[src/rtl/decode_pkg.sv]
// Shared constants for the decode stage: RV opcodes, the bubble instruction
// and the writeback-source encoding, plus small opcode classification helpers.
package decode_pkg;

    localparam logic [6:0] OPC_LOAD      = 7'b000_0011;
    localparam logic [6:0] OPC_OP_IMM    = 7'b001_0011;
    localparam logic [6:0] OPC_AUIPC     = 7'b001_0111;
    localparam logic [6:0] OPC_OP_IMM_32 = 7'b001_1011;
    localparam logic [6:0] OPC_STORE     = 7'b010_0011;
    localparam logic [6:0] OPC_OP        = 7'b011_0011;
    localparam logic [6:0] OPC_LUI       = 7'b011_0111;
    localparam logic [6:0] OPC_OP_32     = 7'b011_1011;
    localparam logic [6:0] OPC_BRANCH    = 7'b110_0011;
    localparam logic [6:0] OPC_JALR      = 7'b110_0111;
    localparam logic [6:0] OPC_JAL       = 7'b110_1111;

    // addi x0, x0, 0
    localparam logic [31:0] NOP_INSTR_DEFAULT = 32'h0000_0013;

    typedef enum logic [1:0] {
        WB_ALU = 2'd0,
        WB_MEM = 2'd1,
        WB_PC4 = 2'd3
    } wb_src_e;

    // U and J formats carry no rs1 field
    function automatic logic rs1_used(input logic [6:0] opcode);
        return !(opcode inside {OPC_LUI, OPC_AUIPC, OPC_JAL});
    endfunction

    // Only R, S and B formats read rs2
    function automatic logic rs2_used(input logic [6:0] opcode);
        return opcode inside {OPC_OP, OPC_OP_32, OPC_STORE, OPC_BRANCH};
    endfunction

endpackage

[src/rtl/decode_stage_if.sv]
// Fetch-side and execute-side handshake plus the registered decode payload.
interface decode_stage_if #(
    parameter int XLEN = 32
) ();

    logic            in_valid;
    logic            in_ready;
    logic [31:0]     instruction;
    logic [XLEN-1:0] instruction_address;

    logic            out_valid;
    logic            out_ready;
    logic [31:0]     instruction_to_exe;
    logic [XLEN-1:0] instruction_address_to_exe;
    logic [4:0]      rs1_addr;
    logic [4:0]      rs2_addr;
    logic [4:0]      rd_addr;
    logic [XLEN-1:0] ex_immediate;
    logic            ex_aluop1_source;
    logic            ex_aluop2_source;
    logic            memory_read_enable;
    logic            memory_write_enable;
    logic [1:0]      wb_reg_write_source;
    logic            reg_write_enable;
    logic            illegal;

    // Environment side: drives fetch data and the EX consume strobe
    modport master (
        output in_valid, instruction, instruction_address, out_ready,
        input  in_ready, out_valid, instruction_to_exe, instruction_address_to_exe,
        input  rs1_addr, rs2_addr, rd_addr, ex_immediate, ex_aluop1_source,
        input  ex_aluop2_source, memory_read_enable, memory_write_enable,
        input  wb_reg_write_source, reg_write_enable, illegal
    );

    // Decode stage side
    modport slave (
        input  in_valid, instruction, instruction_address, out_ready,
        output in_ready, out_valid, instruction_to_exe, instruction_address_to_exe,
        output rs1_addr, rs2_addr, rd_addr, ex_immediate, ex_aluop1_source,
        output ex_aluop2_source, memory_read_enable, memory_write_enable,
        output wb_reg_write_source, reg_write_enable, illegal
    );

endinterface

[src/rtl/imm_gen.sv]
// Combinational immediate generator: picks the RV immediate layout from the
// opcode and sign-extends bit 31 to XLEN.
module imm_gen
    import decode_pkg::*;
#(
    parameter int XLEN = 32
) (
    input  logic [31:0]     instruction,
    output logic [XLEN-1:0] immediate
);

    logic [31:0] imm32;

    // Assemble the 32-bit immediate; unknown opcodes fall back to I-format
    always_comb begin
        imm32 = {{20{instruction[31]}}, instruction[31:20]};
        case (instruction[6:0])
            OPC_STORE:          imm32 = {{20{instruction[31]}}, instruction[31:25], instruction[11:7]};
            OPC_BRANCH:         imm32 = {{19{instruction[31]}}, instruction[31], instruction[7],
                                         instruction[30:25], instruction[11:8], 1'b0};
            OPC_LUI, OPC_AUIPC: imm32 = {instruction[31:12], 12'h000};
            OPC_JAL:            imm32 = {{11{instruction[31]}}, instruction[31], instruction[19:12],
                                         instruction[20], instruction[30:21], 1'b0};
            default:            imm32 = {{20{instruction[31]}}, instruction[31:20]};
        endcase
    end

    assign immediate = XLEN'($signed(imm32));

endmodule

[src/rtl/decode_stage.sv]
// RV32/RV64 decode stage: decodes the fetched word, stalls on a load-use
// hazard against EX, and holds the decoded payload in one pipeline register
// with a valid/ready handshake toward EX.
module decode_stage
    import decode_pkg::*;
#(
    parameter int          XLEN      = 32,
    parameter logic [31:0] NOP_INSTR = NOP_INSTR_DEFAULT
) (
    input  logic          clk,
    input  logic          rst,
    input  logic          flush,
    input  logic [4:0]    ex_rd,
    input  logic          ex_mem_read,
    decode_stage_if.slave bus
);

    logic [31:0]     ins;
    logic [6:0]      opcode;
    logic [4:0]      rs1_field;
    logic [4:0]      rs2_field;
    logic [4:0]      rd_field;
    logic [XLEN-1:0] imm;
    logic            hazard;
    logic            in_ready_int;
    logic            accept;

    logic            dec_op1;
    logic            dec_op2;
    logic            dec_mr;
    logic            dec_mw;
    logic            dec_writes;
    logic            dec_ill;
    logic            dec_rwe;
    logic [4:0]      dec_rs1;
    wb_src_e         dec_wb;

    assign ins       = bus.instruction;
    assign opcode    = ins[6:0];
    assign rs1_field = ins[19:15];
    assign rs2_field = ins[24:20];
    assign rd_field  = ins[11:7];

    imm_gen #(.XLEN(XLEN)) u_imm_gen (
        .instruction (ins),
        .immediate   (imm)
    );

    // Load-use hazard: a load in EX writes a register this instruction reads
    always_comb begin
        hazard = 1'b0;
        if (bus.in_valid && ex_mem_read && (ex_rd != 5'd0)) begin
            hazard = (rs1_used(opcode) && (ex_rd == rs1_field)) ||
                     (rs2_used(opcode) && (ex_rd == rs2_field));
        end else begin
            hazard = 1'b0;
        end
    end

    assign in_ready_int = !rst && (!bus.out_valid || bus.out_ready) && !hazard && !flush;
    assign bus.in_ready = in_ready_int;
    assign accept       = bus.in_valid && in_ready_int;

    // Control decode; illegal words keep their fields but never write state
    always_comb begin
        dec_op1    = 1'b0;
        dec_op2    = 1'b1;
        dec_mr     = 1'b0;
        dec_mw     = 1'b0;
        dec_writes = 1'b0;
        dec_ill    = 1'b0;
        dec_rs1    = rs1_field;
        dec_wb     = WB_ALU;
        case (opcode)
            OPC_LOAD:      begin dec_mr = 1'b1; dec_wb = WB_MEM; dec_writes = 1'b1; end
            OPC_OP_IMM:    begin dec_writes = 1'b1; end
            OPC_AUIPC:     begin dec_op1 = 1'b1; dec_writes = 1'b1; end
            OPC_OP_IMM_32: begin dec_writes = 1'b1; dec_ill = (XLEN == 32); end
            OPC_STORE:     begin dec_mw = 1'b1; end
            OPC_OP:        begin dec_op2 = 1'b0; dec_writes = 1'b1; end
            OPC_LUI:       begin dec_rs1 = 5'd0; dec_writes = 1'b1; end
            OPC_OP_32:     begin dec_op2 = 1'b0; dec_writes = 1'b1; dec_ill = (XLEN == 32); end
            OPC_BRANCH:    begin dec_op1 = 1'b1; end
            OPC_JALR:      begin dec_wb = WB_PC4; dec_writes = 1'b1; end
            OPC_JAL:       begin dec_op1 = 1'b1; dec_wb = WB_PC4; dec_writes = 1'b1; end
            default:       begin dec_ill = 1'b1; end
        endcase
        dec_ill = dec_ill || (ins[1:0] != 2'b11);
        dec_rwe = dec_writes && (rd_field != 5'd0) && !dec_ill;
        dec_mr  = dec_mr && !dec_ill;
        dec_mw  = dec_mw && !dec_ill;
    end

    // Pipeline register: reset/flush/drain load a bubble, accept loads, else hold
    always_ff @(posedge clk) begin
        if (rst || flush || (bus.out_ready && !accept)) begin
            bus.out_valid           <= 1'b0;
            bus.instruction_to_exe  <= NOP_INSTR;
            bus.rs1_addr            <= 5'd0;
            bus.rs2_addr            <= 5'd0;
            bus.rd_addr             <= 5'd0;
            bus.ex_immediate        <= '0;
            bus.ex_aluop1_source    <= 1'b0;
            bus.ex_aluop2_source    <= 1'b1;
            bus.memory_read_enable  <= 1'b0;
            bus.memory_write_enable <= 1'b0;
            bus.wb_reg_write_source <= WB_ALU;
            bus.reg_write_enable    <= 1'b0;
            bus.illegal             <= 1'b0;
            // A bubble keeps the PC of the last instruction except on reset
            if (rst) begin
                bus.instruction_address_to_exe <= '0;
            end
        end else if (accept) begin
            bus.out_valid                  <= 1'b1;
            bus.instruction_to_exe         <= ins;
            bus.instruction_address_to_exe <= bus.instruction_address;
            bus.rs1_addr                   <= dec_rs1;
            bus.rs2_addr                   <= rs2_field;
            bus.rd_addr                    <= rd_field;
            bus.ex_immediate               <= imm;
            bus.ex_aluop1_source           <= dec_op1;
            bus.ex_aluop2_source           <= dec_op2;
            bus.memory_read_enable         <= dec_mr;
            bus.memory_write_enable        <= dec_mw;
            bus.wb_reg_write_source        <= dec_wb;
            bus.reg_write_enable           <= dec_rwe;
            bus.illegal                    <= dec_ill;
        end
    end

endmodule

[src/flat_wrapper.sv]
// flat-port wrapper written by rule: the top's interface ports become plain ports
module decode_stage_flat import decode_pkg::*;
#(
    parameter int          XLEN      = 32,
    parameter logic [31:0] NOP_INSTR = NOP_INSTR_DEFAULT
)
  (clk, rst, flush, ex_rd, ex_mem_read, bus_in_valid, bus_instruction, bus_instruction_address, bus_out_ready, bus_in_ready, bus_out_valid, bus_instruction_to_exe, bus_instruction_address_to_exe, bus_rs1_addr, bus_rs2_addr, bus_rd_addr, bus_ex_immediate, bus_ex_aluop1_source, bus_ex_aluop2_source, bus_memory_read_enable, bus_memory_write_enable, bus_wb_reg_write_source, bus_reg_write_enable, bus_illegal);
  decode_stage_if #(.XLEN(XLEN)) bus_i ();
  input  logic clk;
  input  logic rst;
  input  logic flush;
  input  logic [4:0] ex_rd;
  input  logic ex_mem_read;
  input wire logic [$bits(bus_i.in_valid)-1:0] bus_in_valid;
  input wire logic [$bits(bus_i.instruction)-1:0] bus_instruction;
  input wire logic [$bits(bus_i.instruction_address)-1:0] bus_instruction_address;
  input wire logic [$bits(bus_i.out_ready)-1:0] bus_out_ready;
  output wire logic [$bits(bus_i.in_ready)-1:0] bus_in_ready;
  output wire logic [$bits(bus_i.out_valid)-1:0] bus_out_valid;
  output wire logic [$bits(bus_i.instruction_to_exe)-1:0] bus_instruction_to_exe;
  output wire logic [$bits(bus_i.instruction_address_to_exe)-1:0] bus_instruction_address_to_exe;
  output wire logic [$bits(bus_i.rs1_addr)-1:0] bus_rs1_addr;
  output wire logic [$bits(bus_i.rs2_addr)-1:0] bus_rs2_addr;
  output wire logic [$bits(bus_i.rd_addr)-1:0] bus_rd_addr;
  output wire logic [$bits(bus_i.ex_immediate)-1:0] bus_ex_immediate;
  output wire logic [$bits(bus_i.ex_aluop1_source)-1:0] bus_ex_aluop1_source;
  output wire logic [$bits(bus_i.ex_aluop2_source)-1:0] bus_ex_aluop2_source;
  output wire logic [$bits(bus_i.memory_read_enable)-1:0] bus_memory_read_enable;
  output wire logic [$bits(bus_i.memory_write_enable)-1:0] bus_memory_write_enable;
  output wire logic [$bits(bus_i.wb_reg_write_source)-1:0] bus_wb_reg_write_source;
  output wire logic [$bits(bus_i.reg_write_enable)-1:0] bus_reg_write_enable;
  output wire logic [$bits(bus_i.illegal)-1:0] bus_illegal;
  assign bus_i.in_valid = bus_in_valid;
  assign bus_i.instruction = bus_instruction;
  assign bus_i.instruction_address = bus_instruction_address;
  assign bus_i.out_ready = bus_out_ready;
  assign bus_in_ready = bus_i.in_ready;
  assign bus_out_valid = bus_i.out_valid;
  assign bus_instruction_to_exe = bus_i.instruction_to_exe;
  assign bus_instruction_address_to_exe = bus_i.instruction_address_to_exe;
  assign bus_rs1_addr = bus_i.rs1_addr;
  assign bus_rs2_addr = bus_i.rs2_addr;
  assign bus_rd_addr = bus_i.rd_addr;
  assign bus_ex_immediate = bus_i.ex_immediate;
  assign bus_ex_aluop1_source = bus_i.ex_aluop1_source;
  assign bus_ex_aluop2_source = bus_i.ex_aluop2_source;
  assign bus_memory_read_enable = bus_i.memory_read_enable;
  assign bus_memory_write_enable = bus_i.memory_write_enable;
  assign bus_wb_reg_write_source = bus_i.wb_reg_write_source;
  assign bus_reg_write_enable = bus_i.reg_write_enable;
  assign bus_illegal = bus_i.illegal;
  decode_stage #(.XLEN(XLEN), .NOP_INSTR(NOP_INSTR)) u_core (.clk(clk), .rst(rst), .flush(flush), .ex_rd(ex_rd), .ex_mem_read(ex_mem_read), .bus(bus_i));
endmodule
[config.mk]
export PLATFORM = sky130hd
export DESIGN_NAME = decode_stage_flat
export DESIGN_NICKNAME = d
export VERILOG_FILES = /design/src/rtl/decode_pkg.sv /design/src/rtl/decode_stage_if.sv /design/src/rtl/imm_gen.sv /design/src/rtl/decode_stage.sv /design/src/flat_wrapper.sv
export SDC_FILE = /design/constraint.sdc
export NUM_CORES = 1
export LEC_CHECK = 0
export ABC_CLOCK_PERIOD_IN_PS = 5510
export BUFFER_PORTS_ARGS = -buffer_cell sky130_fd_sc_hd__clkbuf_2
export CORE_ASPECT_RATIO = 0.5
export CORE_UTILIZATION = 45
export DETAILED_ROUTE_END_ITERATION = 12
export PLACE_DENSITY_LB_ADDON = 0.25
export SKIP_LAST_GASP = 1
export SLEW_MARGIN = 30
export SYNTH_ARGS = -nofsm -noshare
export SYNTH_HDL_FRONTEND = slang
export SYNTH_SLANG_ARGS = --single-unit
export TNS_END_PERCENT = 100
[constraint.sdc]
create_clock -name clk -period 5.51 [get_ports clk]
set_input_delay 1.3775 -clock clk [delete_from_list [all_inputs] [get_ports clk]]
set_output_delay 1.3775 -clock clk [all_outputs]
set_load 0.005 [all_outputs]
== Yosys cells after proc, flatten, opt, wreduce, memory -nomap -nowiden ==
Cells that the tools add are included.

* Logic and storage cells: 79
* Bits of input ports: 75
* Flip-flop bits (word level): 120

* Reduce and logical (&&, ||, !) cells: 37
* Muxes and demuxes: 13
* Eq/ne operators: 15

{| class="wikitable"
|+ Operator list
! cell !! count
|-
| case mux 31 bit (4 select lines) || 1
|-
| two-way mux 32 bit || 3
|-
| equality test 7 x 6 -> 1 bit, second input constant || 4
|-
| equality test 7 x 5 -> 1 bit, second input constant || 3
|-
| equality test 7 bit, second input constant || 3
|-
| OR reduction 9 bit || 2
|-
| logical AND 1 bit || 13
|-
| equality test 5 bit || 2
|-
| nonzero test 5 bit || 2
|-
| equality test 7 x 2 -> 1 bit, second input constant || 1
|-
| zero test 1 bit || 7
|-
| two-way mux 1 bit || 7
|-
| OR reduction 2 bit || 3
|-
| logical OR 1 bit || 5
|-
| two-way mux 5 bit || 1
|-
| != test 2 bit, second input constant || 2
|-
| case mux 2 bit (2 select lines) || 1
|-
| nonzero test 4 bit || 1
|-
| nonzero test 3 bit || 1
|-
| OR reduction 3 bit || 1
|-
| AND reduction 2 bit || 1
|-
| nonzero test 2 bit || 1
|}

== Depth between registers and ports, before layout ==
* Word-level depth: 15
* Depth in mapped cells: 8
* Mapped depth without buffers: 5

== By module ==
Synthesis repeated with hierarchy kept, for this count alone.

* Cell total of the unflattened synthesis: 526
* Area, all modules: 4927.2 um2

{| class="wikitable"
|+ Modules (own cells, without submodules)
! module !! area an instance (um2) !! times used !! cells an instance
|-
| decode_stage || 4534.3 || 1 || 476
|-
| imm_gen || 392.9 || 1 || 50
|}

== Worst setup path before layout ==
Ideal clock, no wire load.

* Path type: input to output
* From: in bus_instruction[6]
* To: out bus_in_ready
* Path slack: 1502 ps
* Stages: 6
* Required time: 4133 ps
* Arrival: 2630 ps
* Cell sequence: buf_2 nand2b_4 nor4_4 a21o_1 clkbuf_1 o21a_1

* Word-level cells in the longest chain between the ends: 9

{| class="wikitable"
|+ Ends and longest elaborated chain
! item !! line !! RTL
|-
| start, declared || flat_wrapper.sv:15 || <nowiki>input wire logic [$bits(bus_i.instruction)-1:0] bus_instruction;</nowiki>
|-
| equality test 7 x 6 -> 1 bit, or another cell as far along || decode_pkg.sv:28 || <nowiki>return !(opcode inside {OPC_LUI, OPC_AUIPC, OPC_JAL});</nowiki>
|-
| nonzero test 3 bit || decode_pkg.sv:28 ||
|-
| zero test 1 bit || decode_pkg.sv:28 ||
|-
| logical AND 1 bit || decode_stage.sv:53 || <nowiki>hazard = (rs1_used(opcode) && (ex_rd == rs1_field)) ||</nowiki>
|-
| logical OR 1 bit * || decode_stage.sv:53 ||
|-
| two-way mux 1 bit * || decode_stage.sv:52 || <nowiki>if (bus.in_valid && ex_mem_read && (ex_rd != 5'd0)) begin</nowiki>
|-
| zero test 1 bit * || decode_stage.sv:60 || <nowiki>assign in_ready_int = !rst && (!bus.out_valid || bus.out_ready) && !hazard && !flush;</nowiki>
|-
| logical AND 1 bit * (2 in a row) || decode_stage.sv:60 ||
|-
| end, declared || flat_wrapper.sv:18 || <nowiki>output wire logic [$bits(bus_i.in_ready)-1:0] bus_in_ready;</nowiki>
|}

Mark *: on every way between the ends. The rest lies on a longest branch, timed or not.

== Worst setup path in the final report ==
Same ends and word-level chain as after synthesis.

==> impl_metrics.json <==
{
  "total_power_consumption_uw": 1660,
  "cts_made_buffers": 9,
  "synth_compound_gate_area_share_pct": 8.95,
  "via_per_inst": 5.03,
  "finish.net_count": 750,
  "grt_pass1_vias": 3709,
  "cts-hold-fix-buffers": 0,
  "final_max_slew_viol_count": 0,
  "fin_crit_ps": 4240,
  "worst_slew_margin_rel_pct": 49.4,
  "cts_sinks": 109,
  "global_route.overflow_total": 0,
  "port_buffers": 195,
  "layout_worst_path_cycle_share_pct": 77.0,
  "place.gp.congestion": 0.819,
  "grt.total_usage_pct": 21.3,
  "syn-instance-count": 511,
  "synth_mux_area_share_pct": 15.5,
  "clk_transition_reported_paths_ps": 70,
  "drt_drc_violations_left": 0,
  "via_count": 4122,
  "floorplan.die_area_um2": 11400,
  "postSynthAreaPerCell_um2": 9.68,
  "synth_edf_count": 32,
  "route.antenna.remaining_nets": 0,
  "vdd_ir_drop_max_mv": 0.152,
  "placementRows": 26,
  "timing.critical_path.mode_cell": "sky130_fd_sc_hd__clkbuf_2",
  "critical-path-max-stage-delay_ps": 340,
  "fill_cells": 945,
  "antenna_violations_before_repair": 0,
  "num_antenna_cells": 0,
  "dr_pass1_iterations": 4,
  "run_status": "completed",
  "ys.warnings.count": 0,
  "initial_core_util_pct": 47.4,
  "postCtsSetupBuffers": 0,
  "synthXorXnorAreaFrac_pct": 1.77,
  "wirelength_mm": 12.4,
  "timing.hold.worst.class": "reg2reg",
  "max_clock_freq_ghz": 0.236,
  "die_x_um": 150,
  "prevailing_post_synth_register_cell": "sky130_fd_sc_hd__dfxtp_1",
  "tightest_slew_ps": 758,
  "largest_net_degree_at_the_start_of_global_routing": 110,
  "clock_tree.root_cell": "sky130_fd_sc_hd__clkbuf_16",
  "timing.critical_path.to_type": "output port",
  "final_hold_violation_count": 0,
  "final_common_cell": "sky130_fd_sc_hd__clkbuf_2",
  "crit_required_ps": 4130,
  "signal_arrival_time_at_the_worst_endpoint_ps": 2870,
  "most-common-layout-cells": "sky130_fd_sc_hd__clkbuf_2, sky130_fd_sc_hd__nand2_1, sky130_fd_sc_hd__dfxtp_1",
  "cp_slowest_cell": "sky130_fd_sc_hd__a21o_1",
  "yosysUniqueCellTypes": 46,
  "timing.setup.tns_ps": 0,
  "worst-setup-path-type": "in2out",
  "cts_max_level": 3,
  "synth_top_family_by_area": "multiplexers",
  "die-height_um": 76.1,
  "first_iter_violations": 190,
  "power_leakage_uw": 0.00312,
  "worst_setup_path_start_kind": "primary input",
  "crit_path_cell_trace": "clkbuf_2, nand2b_4, nor4_4, buf_4, a21o_1, o21a_1, clkbuf_2",
  "first_pass_grt_wire_length_mm": 19.2,
  "clk_path_buf_depth": 2,
  "ys_async_sr_fraction_pct": 0,
  "placeableCoreArea_um2": 10400,
  "netlist_area_pre_place_um2": 4950,
  "cts_tree": "done",
  "post_drt_wl_per_cell_um": 15.1,
  "synth_sequential_area_ratio_pct": 50.6,
  "simple_logic_cell_fraction_of_the_synthesized_area_pct": 14.9,
  "power_density_nw_per_um2": 270,
  "clock_latency_at_the_later_pin_of_the_worst_skew_pair_ps": 340,
  "report.final.setup_viol": 0,
  "timing.clock.skew_ps": 5.96,
  "io_pins": 196,
  "flip_flop_and_latch_count_after_synthesis": 109,
  "timing.critical_path.fanout_max": 18,
  "synth_fp_nets": 586,
  "synth-adder-area-share_pct": 0,
  "grt_setup_unrepaired": "false",
  "drv.max_cap_violation_count": 0,
  "drive_gt1_share_pct": 32.4,
  "dpl.hpwl_mm": 8.50,
  "post_cts.resized_instances": 0,
  "layout-area-overhead-vs-synth_pct": 24.1
}
sequential cells by signal, summed over array words and instances (netlist names):
| name | count |
|---|---|
| u_core.bus.ex_immediate | 32 |
| u_core.bus.instruction_address_to_exe | 32 |
| u_core.bus.instruction_to_exe | 27 |
| u_core.bus.rs1_addr | 5 |
| u_core.bus.rs2_addr | 4 |
| u_core.bus.wb_reg_write_source | 2 |
| u_core.bus.ex_aluop1_source | 1 |
| u_core.bus.ex_aluop2_source | 1 |
| u_core.bus.illegal | 1 |
| u_core.bus.memory_read_enable | 1 |
| u_core.bus.memory_write_enable | 1 |
| u_core.bus.out_valid | 1 |
| u_core.bus.reg_write_enable | 1 |
synthesized netlist by cell type, types with 2 or more instances:
master                     count  share of area [%]
sky130_fd_sc_hd__xor2_1        8                1.4
sky130_fd_sc_hd__dfxtp_1      77                 31
sky130_fd_sc_hd__buf_4        15                2.3
sky130_fd_sc_hd__or3_1         4               0.51
sky130_fd_sc_hd__nand2_1     112                8.5
sky130_fd_sc_hd__nand2b_1      2               0.25
sky130_fd_sc_hd__a211oi_1      2               0.30
sky130_fd_sc_hd__edfxtp_1     32                 19
sky130_fd_sc_hd__and2_1        2               0.25
sky130_fd_sc_hd__nand3b_1     10                1.5
sky130_fd_sc_hd__nor3_1       10                1.0
sky130_fd_sc_hd__nand4b_1      3               0.53
sky130_fd_sc_hd__buf_2         2               0.20
sky130_fd_sc_hd__inv_1        29                2.2
sky130_fd_sc_hd__xnor2_1       2               0.35
sky130_fd_sc_hd__mux2i_1      72                 15
sky130_fd_sc_hd__nor2_1        4               0.30
sky130_fd_sc_hd__nor4_1        3               0.38
sky130_fd_sc_hd__nand3_1       3               0.30
sky130_fd_sc_hd__mux2_1        4               0.91
sky130_fd_sc_hd__a21oi_1      58                5.9
sky130_fd_sc_hd__o21ai_0       4               0.40
sky130_fd_sc_hd__clkbuf_1     23                1.7
sky130_fd_sc_hd__buf_6         8                1.8
cells by family (layout without fill, tap and decap cells):
logic type      Yosys count  after routing
flops                   109            109
xor+xnor                 10             10
buf+inv                  78            247
simple gates            160            160
compound gates           78             78
mux                      76             76
report_power, final:
part | internal, µW | switching [µW] | total, µW
Sequential | 861 | 13.4 | 874
Clock | 303 | 291 | 594
Combinational | 81.6 | 110 | 191
layer usage:
layer,vias up,GRT usage (%),wire [µm]
li1,2061,-,-
met1,1918,28.2,5610
met2,135,33.6,5840
met3,8,6.47,870
met4,0,5.86,72
met5,-,0,0
path summary, 6_finish.rpt:
path,start,endpoint,slack [ps],cells after the start
max reg2reg,u_core.bus.out_valid,u_core.bus.instruction_address_to_exe[3],3390,6
min,u_core.bus.instruction_to_exe[19],u_core.bus.instruction_to_exe[19],460,2
max,bus_instruction[6],bus_in_ready,1270,7
min reg2reg,u_core.bus.instruction_to_exe[19],u_core.bus.instruction_to_exe[19],460,2
worst max-delay path, delay by kind of cell:
kind / cells / cell delay [ps]
AO/OA/AOI/OAI: 2 / 530
buffers and inverters: 3 / 540
AND/OR/NAND/NOR: 2 / 410
per-stage QoR:
step,hold slack (ps),utilization (%),setup WS (ps),instance area [µm²],instances
2_1_floorplan,454,-,1500,4950,511
3_3_place_gp,445,56.2,1330,5870,804
3_5_place_dp,452,56.2,1280,5870,804
4_1_cts,462,58.8,1270,6140,820
5_1_grt,477,58.8,1200,6140,820
6_report,460,58.8,1270,6140,820
cell type report:
cell class | count | area, µm² | area share, %
Inverter | 30 | 113 | 1.83
Multi-Input combinational cell | 324 | 2050 | 33.4
Clock inverter | 7 | 42.5 | 0.693
Clock buffer | 9 | 225 | 3.67
Timing Repair Buffer | 201 | 1030 | 16.8
Tap cell | 140 | 175 | 2.85
Sequential cell | 109 | 2500 | 40.8
Power figures use the tool's default switching activity.
